`config.mk`:
```
export PLATFORM = sky130hd
export DESIGN_NAME = ov7725_dvp_tx
export DESIGN_NICKNAME = d
export VERILOG_FILES = /design/src/rtl/ov7725_dvp_tx.sv
export SDC_FILE = /design/constraint.sdc
export NUM_CORES = 1
export LEC_CHECK = 0
export CORE_UTILIZATION = 30
export CTS_BUF_LIST = sky130_fd_sc_hd__clkbuf_8
export CTS_CLUSTER_SIZE = 16
export DETAILED_ROUTE_END_ITERATION = 8
export PLACE_DENSITY = 0.54
export RECOVER_POWER = 25
export SETUP_SLACK_MARGIN = 0.1
export SKIP_LAST_GASP = 1
export SLEW_MARGIN = 20
export SYNTH_ARGS = -nofsm -noshare
export SYNTH_HDL_FRONTEND = slang
export SYNTH_SLANG_ARGS = --single-unit
export TNS_END_PERCENT = 30
```
`constraint.sdc`:
```
create_clock -name clk -period 7.9 [get_ports clk]
set_input_delay 1.58 -clock clk [delete_from_list [all_inputs] [get_ports clk]]
set_output_delay 1.58 -clock clk [all_outputs]
set_load 0.005 [all_outputs]
```
`src/rtl/ov7725_dvp_tx.sv`:
```
// OV7725-style DVP camera transmitter.
// Produces pclk/href/vsync and RGB565 bytes (high byte first) from a
// valid/ready pixel source. Frame geometry comes from the parameters.
module ov7725_dvp_tx #(
  parameter int H_PIX    = 640,
  parameter int H_BLANK  = 144,
  parameter int V_LINES  = 480,
  parameter int VS_WIDTH = 4,
  parameter int V_BP     = 18,
  parameter int V_FP     = 8
) (
  input  logic        clk,
  input  logic        rst,
  input  logic        i_en,
  input  logic [15:0] i_pix,
  input  logic        i_pix_valid,
  output logic        o_pix_ready,
  output logic        o_pclk,
  output logic        o_href,
  output logic        o_vsync,
  output logic [7:0]  o_data,
  output logic        o_frame_done,
  output logic        o_underflow
);

  localparam int LINE  = 2 * H_PIX + H_BLANK;
  localparam int FRAME = VS_WIDTH + V_BP + V_LINES + V_FP;
  localparam int HW    = $clog2(LINE);
  localparam int VW    = $clog2(FRAME);

  localparam logic [HW-1:0] H_LAST      = HW'(LINE - 1);
  localparam logic [HW-1:0] H_ACT_END   = HW'(2 * H_PIX);
  localparam logic [VW-1:0] V_LAST      = VW'(FRAME - 1);
  localparam logic [VW-1:0] V_BP_START  = VW'(VS_WIDTH);
  localparam logic [VW-1:0] V_ACT_START = VW'(VS_WIDTH + V_BP);
  localparam logic [VW-1:0] V_FP_START  = VW'(VS_WIDTH + V_BP + V_LINES);

  typedef enum logic [2:0] {IDLE, VSYNC, VBP, ACTIVE, VFP} state_t;

  state_t          state, state_n;
  logic [HW-1:0]   h, h_n;
  logic [VW-1:0]   v, v_n;
  logic            pclk;
  logic            href, vsync;
  logic [7:0]      data, data_n;
  logic [7:0]      lo_byte, lo_n;
  logic            frame_done, underflow;
  logic            href_n, vsync_n, fetch, final_n;

  // The registers hold the slot currently on the wire; the next edge with
  // pclk high is an update edge, so pclk doubles as the update strobe.
  assign o_pclk       = pclk;
  assign o_href       = href;
  assign o_vsync      = vsync;
  assign o_data       = data;
  assign o_frame_done = frame_done;
  assign o_underflow  = underflow;
  assign o_pix_ready  = pclk & fetch;

  // Pixel clock: free-running divide-by-two of clk from reset.
  always_ff @(posedge clk or posedge rst) begin
    if (rst) pclk <= 1'b0;
    else     pclk <= ~pclk;
  end

  // Next slot position, next state and the outputs that slot will carry.
  always_comb begin
    state_n = state;
    h_n     = h;
    v_n     = v;
    if (state == IDLE) begin
      h_n     = '0;
      v_n     = '0;
      state_n = i_en ? VSYNC : IDLE;
    end else begin
      if (h == H_LAST) begin
        h_n = '0;
        v_n = (v == V_LAST) ? '0 : v + VW'(1);
      end else begin
        h_n = h + HW'(1);
      end
      if (h == H_LAST && v == V_LAST) state_n = i_en ? VSYNC : IDLE;
      else if (v_n < V_BP_START)      state_n = VSYNC;
      else if (v_n < V_ACT_START)     state_n = VBP;
      else if (v_n < V_FP_START)      state_n = ACTIVE;
      else                            state_n = VFP;
    end

    vsync_n = (state_n == VSYNC);
    href_n  = (state_n == ACTIVE) && (h_n < H_ACT_END);
    fetch   = href_n && !h_n[0];
    final_n = (state_n != IDLE) && (h_n == H_LAST) && (v_n == V_LAST);

    data_n = 8'h00;
    lo_n   = lo_byte;
    if (fetch) begin
      data_n = i_pix_valid ? i_pix[15:8] : 8'h00;
      lo_n   = i_pix_valid ? i_pix[7:0]  : 8'h00;
    end else if (href_n) begin
      data_n = lo_byte;
    end
  end

  // Slot state and wire outputs advance only on update edges.
  always_ff @(posedge clk or posedge rst) begin
    if (rst) begin
      state   <= IDLE;
      h       <= '0;
      v       <= '0;
      href    <= 1'b0;
      vsync   <= 1'b0;
      data    <= 8'h00;
      lo_byte <= 8'h00;
    end else if (pclk) begin
      state   <= state_n;
      h       <= h_n;
      v       <= v_n;
      href    <= href_n;
      vsync   <= vsync_n;
      data    <= data_n;
      lo_byte <= lo_n;
    end
  end

  // One-clk pulses raised by the update edge that starts the relevant slot.
  always_ff @(posedge clk or posedge rst) begin
    if (rst) begin
      frame_done <= 1'b0;
      underflow  <= 1'b0;
    end else begin
      frame_done <= pclk & final_n;
      underflow  <= pclk & fetch & ~i_pix_valid;
    end
  end

endmodule

```
==> results of run 1 <==
## placed cells by master, fill, tap and decap left out, types with 4 or more instances in the layout
| cell | netlist | layout |
|---|---|---|
| dfrtp_1 | 44 | 44 |
| nand2_1 | 40 | 40 |
| clkdlybuf4s50_1 | 0 | 32 |
| o21ai_0 | 22 | 22 |
| nor2_1 | 17 | 17 |
| inv_1 | 15 | 15 |
| o2bb2ai_1 | 15 | 15 |
| nand3_1 | 13 | 13 |
| a31oi_1 | 9 | 9 |
| mux2i_1 | 8 | 8 |
| xnor2_1 | 7 | 7 |
| a21oi_1 | 6 | 6 |
| nor3_1 | 5 | 6 |
| and3_1 | 5 | 5 |
| clkbuf_8 | 0 | 5 |
| or3_1 | 4 | 4 |
| and2_1 | 4 | 4 |
| and4_1 | 4 | 4 |
| nand4_1 | 4 | 4 |
| o31ai_1 | 4 | 4 |
| nor4_1 | 4 | 4 |
## worst reg2reg max path: stages (launching register included)
cell and delay [ns]:
dfrtp_1 0.42, ha_1 0.26, nand3_1 0.25, nor3_1 0.91
nand3_1 0.19, xnor2_1 0.49, nand4_4 0.19, nand3_2 0.29
mux2i_1 0.24
## worst min path at each step
| stage | start | depth (start not counted) | to | slack, ns |
|---|---|---|---|---|
| 6_report | o_data[4]$_DFFE_PP0P_ | 1 | o_data[4]$_DFFE_PP0P_ | 0.49 |
| 5_1_grt | o_data[5]$_DFFE_PP0P_ | 1 | o_data[5]$_DFFE_PP0P_ | 0.52 |
| 4_1_cts | o_data[4]$_DFFE_PP0P_ | 1 | o_data[4]$_DFFE_PP0P_ | 0.50 |
| 3_5_place_dp | o_data[4]$_DFFE_PP0P_ | 1 | o_data[4]$_DFFE_PP0P_ | 0.47 |
| 3_3_place_gp | o_data[4]$_DFFE_PP0P_ | 1 | o_data[4]$_DFFE_PP0P_ | 0.48 |
| 2_1_floorplan | state[2]$_DFFE_PP0P_ | 1 | state[2]$_DFFE_PP0P_ | 0.47 |
## cell families (layout without fill, tap and decap cells)
group | after synthesis | in the layout | synth area share
simple gates | 114 | 114 | 0.237
compound gates | 76 | 76 | 0.208
flops | 44 | 44 | 0.421
buf+inv | 33 | 55 | 0.0512
xor+xnor | 10 | 10 | 0.0335
mux | 9 | 9 | 0.0349
fa+ha+maj | 3 | 3 | 0.0143
## cell usage after synthesis (all sizes together)
master and instances:
dfrtp 44, buf 3, nor2 17, nand4b 3, mux2 1, o21ai 23
nor4 4, a21boi 1, a2111oi 1, a2111o 1, nor3 6, and4 4
a311o 1, a221oi 1, o41ai 1, clkbuf 15, a21o 2, a211oi 4
xor2 3, and4bb 1, nand3 14, or3 7, nand2b 3, o31ai 5
ha 3, a21bo 1, nand4 5, o2111ai 2, a31oi 9, nand2 40
and3 6, mux2i 8, a21oi 6, o2bb2ai 15, a22oi 1, and2 4
a22o 2, xnor2 7, inv 15
## sequential cells by signal (all words and copies together) (netlist names)
signal / cells
h: 11
v: 9
lo_byte: 8
o_data: 8
state: 3
o_frame_done: 1
o_href: 1
o_pclk: 1
o_underflow: 1
o_vsync: 1
## metal layers
metal  up-vias  global-route usage  wire [um]
met2        51               0.218       2790
met3         5              0.0295        260
met5         -                   0          0
met4         0              0.0423         60
met1      1086               0.220       3220
li1       1092                   -          -
## area by class of cell
type / count / area share
multi-input combinational: 212 / 0.444
sequential: 44 / 0.355
timing repair buffer: 34 / 0.108
tap: 105 / 0.0424
clock buffer: 5 / 0.0222
inverter: 15 / 0.0182
clock inverter: 1 / 0.00969
## report_power, final
group	switching [W]	internal (W)
clock network	0.0000726	0.0000908
registers	0.0000148	0.000239
logic	0.0000344	0.0000322
total	0.000122	0.000362
## per-stage QoR
step | setup slack, ns | std cells
2_1_floorplan | 3.87 | 289
3_3_place_gp | 3.03 | 410
3_5_place_dp | 2.91 | 410
4_1_cts | 2.56 | 416
5_1_grt | 2.12 | 416
6_report | 2.51 | 416
==> impl_metrics.ini, run 1 <==
[run_status]
failed_checks = max-capacitance violations, max-slew violations
outcome = finished, violations left

[grt]
grtUsageTotal = 0.149
grt_pass1_wl_mm = 10.4
grt_antenna_before_repair = 0
grt-ovfl-total = 0
grt_max_degree = 45
grt_pass1_vias = 2030

[clock_tree]
numCtsBuffers = 5
path_clk_slew_ns = 0.08
clockBufferDepth = 2
clock-sinks = 44
post_cts_resized = 0
htree_levels = 2
clock-root-buffer = clkbuf_8
cts_tree = yes
cts_hold_buffers = 0
clkLatencyLatePin_ns = 0.29
cts_setup_buffers = 0

[worst_setup_path]
crit_chain = ha_1 -> nand3_1 -> nor3_1 -> nand3_1 -> xnor2_1 -> nand4_4 -> nand3_2 -> inv_1 -> clkdlybuf4s50_1
start_kind = flop
critPathCapture = o_pix_ready
max_stage_delay_ns = 0.91
cpMaxStageDelayCell = nor3_1
crit_path_start = h[0]$_DFFE_PP0P_
critPathMaxFanout = 10
path_delay_family = simple AND/OR/NAND/NOR gates
crit_cells = 9
rr_worst_depth = 8
critPathBufInv = 2
crit_type = flop to output pin
critPathRequiredTime_ns = 6.32
worst_path_most_repeated_cell = nand3_1
reg2reg_setup_slack_ns = 4.58
reg2reg_from = h[0]$_DFFE_PP0P_
arrival_ns = 3.81
r2r-end = lo_byte[0]$_DFFE_PP0P_
cp-end-kind = output pin

[route]
routed_wl_mm = 6.33
vias = 2234
initialDrtViolationCount = 97
dr.pass1.iters = 4
ant_nets = 0
vias_per_cell = 5.37
routedWlPerCell_um = 15.2
drc = 0

[power_and_ir_drop]
p_leak_nw = 1.32
ir_drop_mv = 0.0622
power_density_nw_per_um2 = 156
p_total_w = 0.000484

[timing]
timing.hold.ws_ns = 0.494
clock_skew_ns = 0.0125
maxSlewViolCount = 45
hold_viol_final = 0
setup_tns_ns = 0
period_minus_slack_ns = 5.39
tightest_slew_ns = 1.68
min_period_over_period = 0.682
relSlewSlack = -0.119
setup_viol = 0
clock.fmax_mhz = 186
grt_setup_unrepaired = false

[synthesis]
synth_seq_cells = 44
synth_largest_area_cell = dfrtp_1
synth-seq-area-share = 0.421
synth.distinct_cells = 49
netlist.area_leader.share = 0.421
netlist_area_um2 = 2620
synth_cells = 289
yosys_warnings = 0
syn_nets = 312
syn_avg_cell_area_um2 = 9.05
synth_area_leaders = dfrtp_1 42%, nand2_1 5.7%, o2bb2ai_1 5.0%

[layout]
nNetsFinal = 335
fin_area_um2 = 3100
drive_gt1_frac = 0.0579
final_core_util = 0.371
multiInputGateArea_um2 = 1380
fillers = 862
syn2layout_area_growth_pct = 18.4
antennaDiodeCount = 0
ff_latch_area_um2 = 1100

[floorplan]
row_count = 33
die_y_um = 95.4
core_area_um2 = 8340
ioPinCount = 34
start_util = 0.314
dieWidth_um = 95.4
dieArea_um2 = 9100

[worst_hold_path]
hold_path_class = flop to flop

[placed_design]
dp_hpwl_mm = 4.41
port_buffers = 33
place_area_um2 = 3010
gp_congestion = 0.872

[flow_run]
drv_cap = 1
(Power assumes the default switching activity.)
==> run 2, diff against run 1 <==
--- a/config.mk
+++ b/config.mk
@@ -9,7 +9,7 @@
 export CTS_BUF_LIST = sky130_fd_sc_hd__clkbuf_8
 export CTS_CLUSTER_SIZE = 16
 export DETAILED_ROUTE_END_ITERATION = 8
-export PLACE_DENSITY = 0.54
+export PLACE_DENSITY = 0.55
 export RECOVER_POWER = 25
 export SETUP_SLACK_MARGIN = 0.1
 export SKIP_LAST_GASP = 1
==> constraint.sdc (replaced) <==
create_clock -name clk -period 4.45 [get_ports clk]
set_input_delay 0.89 -clock clk [delete_from_list [all_inputs] [get_ports clk]]
set_output_delay 0.89 -clock clk [all_outputs]
set_load 0.005 [all_outputs]
==> run 2 against run 1 <==
The run still ends with max-capacitance violations, max-slew violations left. Clock power is 100% higher. Via count is 0.58% higher. Combinational power is 86% higher. Critical endpoint unchanged. Utilization is 0.63 points higher. Critical path depth stayed put. Register-to-register slack worse by 3.0 ns. Design area is 1.7% higher. Flip-flop and latch count stayed put. Wire length is 1.5% higher. Die area stayed put. Final cell count is 0.72% higher.
==> impl_metrics.ini, run 2 (synthesis gave the netlist of run 1 again) <==
[placed_design]
dp_hpwl_mm = 4.45
gp_congestion = 0.844
port_buffers = 33

[layout]
syn2layout_area_growth_pct = 20.4
reg_top3 = h x11, v x9
final_cell_mix = 44 x dfrtp_1, 40 x nand2_1, 32 x clkdlybuf4s50_1
antennaDiodeCount = 0
final_core_util = 0.378
drive_gt1_frac = 0.0764
largest_reg_flops = 11
nNetsFinal = 336
final_common_cell = dfrtp_1
largest-register = h

[power_and_ir_drop]
p_clk_frac = 0.361
p_int_w = 0.000666
netSwitchingPower_w = 0.000241
p_seq_frac = 0.502
swShare = 0.266
ir_drop_mv = 0.165
p_leak_nw = 1.35
power_density_nw_per_um2 = 288
p_comb_frac = 0.137

[run_status]
outcome = finished, violations left
failed_checks = max-capacitance violations, max-slew violations

[worst_setup_path]
cp-end-kind = output pin
crit_type = flop to output pin
critPathMaxFanout = 16
arrival_ns = 3.21
start_kind = flop
critPathRequiredTime_ns = 3.56

[floorplan]
core_area_um2 = 8340
dieWidth_um = 95.4
start_util = 0.314
ioPinCount = 34
dieArea_um2 = 9100
row_count = 33
die_y_um = 95.4

[clock_tree]
clock-root-buffer = clkbuf_8
clockBufferDepth = 2
clock-sinks = 44
clkLatencyLatePin_ns = 0.30
cts_setup_buffers = 0
cts_tree = yes
cts_hold_buffers = 0
numCtsBuffers = 5
path_clk_slew_ns = 0.09
htree_levels = 2

[route]
vias = 2247
ant_nets = 0
vias_per_cell = 5.36
initialDrtViolationCount = 144
drc = 0
routed_wl_mm = 6.43
routedWlPerCell_um = 15.3
dr.pass1.iters = 4

[timing]
relSlewSlack = -0.0996
timing.hold.ws_ns = 0.495
period_minus_slack_ns = 4.10
setup_tns_ns = 0
min_period_over_period = 0.922
tightest_slew_ns = 1.65
clock_skew_ns = 0.0103
clock.fmax_mhz = 244
hold_viol_final = 0
setup_viol = 0
maxSlewViolCount = 45
grt_setup_unrepaired = false

[grt]
grt_antenna_before_repair = 0
grtUsageTotal = 0.156
grt_pass1_vias = 2137
grt_max_degree = 45
grt_pass1_wl_mm = 10.8
grt-ovfl-total = 0

[flow_run]
drv_cap = 1

[worst_hold_path]
hold_path_class = flop to flop
## run 2: layout make-up
class | count | area (um^2)
Multi-Input combinational cell | 212 | 1400
Sequential cell | 44 | 1100
Inverter | 15 | 56.3
Clock buffer | 6 | 82.6
Clock inverter | 2 | 38.8
Tap cell | 105 | 131
Timing Repair Buffer | 35 | 342
Fill cell | 863 | 5190
## run 2: worst max-delay path, cell delays in order, from the launching register on
cell and delay, ns:
dfrtp_1 0.43, ha_1 0.28, nand3_2 0.21, or3_4 0.47, or3_4 0.41, a211oi_4 0.33, nand4_4 0.16, nand3_2 0.13
inv_1 0.04, clkdlybuf4s50_1 0.43
## run 2: metrics by stage
step / total power, W / setup WS, ns / cells / instance area, um^2
2_1_floorplan: 0.000539 / 1.11 / 289 / 2620
3_3_place_gp: 0.000577 / 0.479 / 411 / 3020
3_5_place_dp: 0.000580 / 0.452 / 411 / 3020
4_1_cts: 0.000911 / 0.116 / 419 / 3140
5_1_grt: 0.000954 / 0.134 / 419 / 3150
6_report: 0.000907 / 0.346 / 419 / 3150
## run 2: power groups by stage
stage               clock network, W  logic (W)  registers, W
global route                0.000355   0.000141      0.000458
detailed placement                 0   0.000122      0.000458
global placement                   0   0.000119      0.000458
CTS                         0.000338   0.000122      0.000451
finish                      0.000328   0.000124      0.000455
floorplan                          0  0.0000862      0.000453
## run 2: timing repair
action                                  4_1_cts  5_1_grt
endpoints found under the setup margin        1        1
pin swaps                                     0        0
resized for setup                             1        3
## run 2: layer usage
metal | up-vias | part of all wire | global-route usage
met4 | 0 | 0.015 | 0.0510
met2 | 61 | 0.46 | 0.233
met1 | 1078 | 0.49 | 0.221
met3 | 10 | 0.040 | 0.0343
li1 | 1098 | - | -
met5 | - | 0 | 0
## run 2: path summary, 6_finish.rpt
check                                      start                      to  slack (ns)  cells after the start
min reg2reg                o_data[4]$_DFFE_PP0P_   o_data[4]$_DFFE_PP0P_        0.50                      1
min in group asynchronous                    rst   o_data[2]$_DFFE_PP0P_        1.54                      2
max reg2reg                     h[0]$_DFFE_PP0P_  lo_byte[5]$_DFFE_PP0P_        1.54                      9
min                        o_data[4]$_DFFE_PP0P_   o_data[4]$_DFFE_PP0P_        0.50                      1
max                             h[0]$_DFFE_PP0P_             o_pix_ready        0.35                      9
max in group asynchronous                    rst        h[6]$_DFFE_PP0P_        1.96                      2
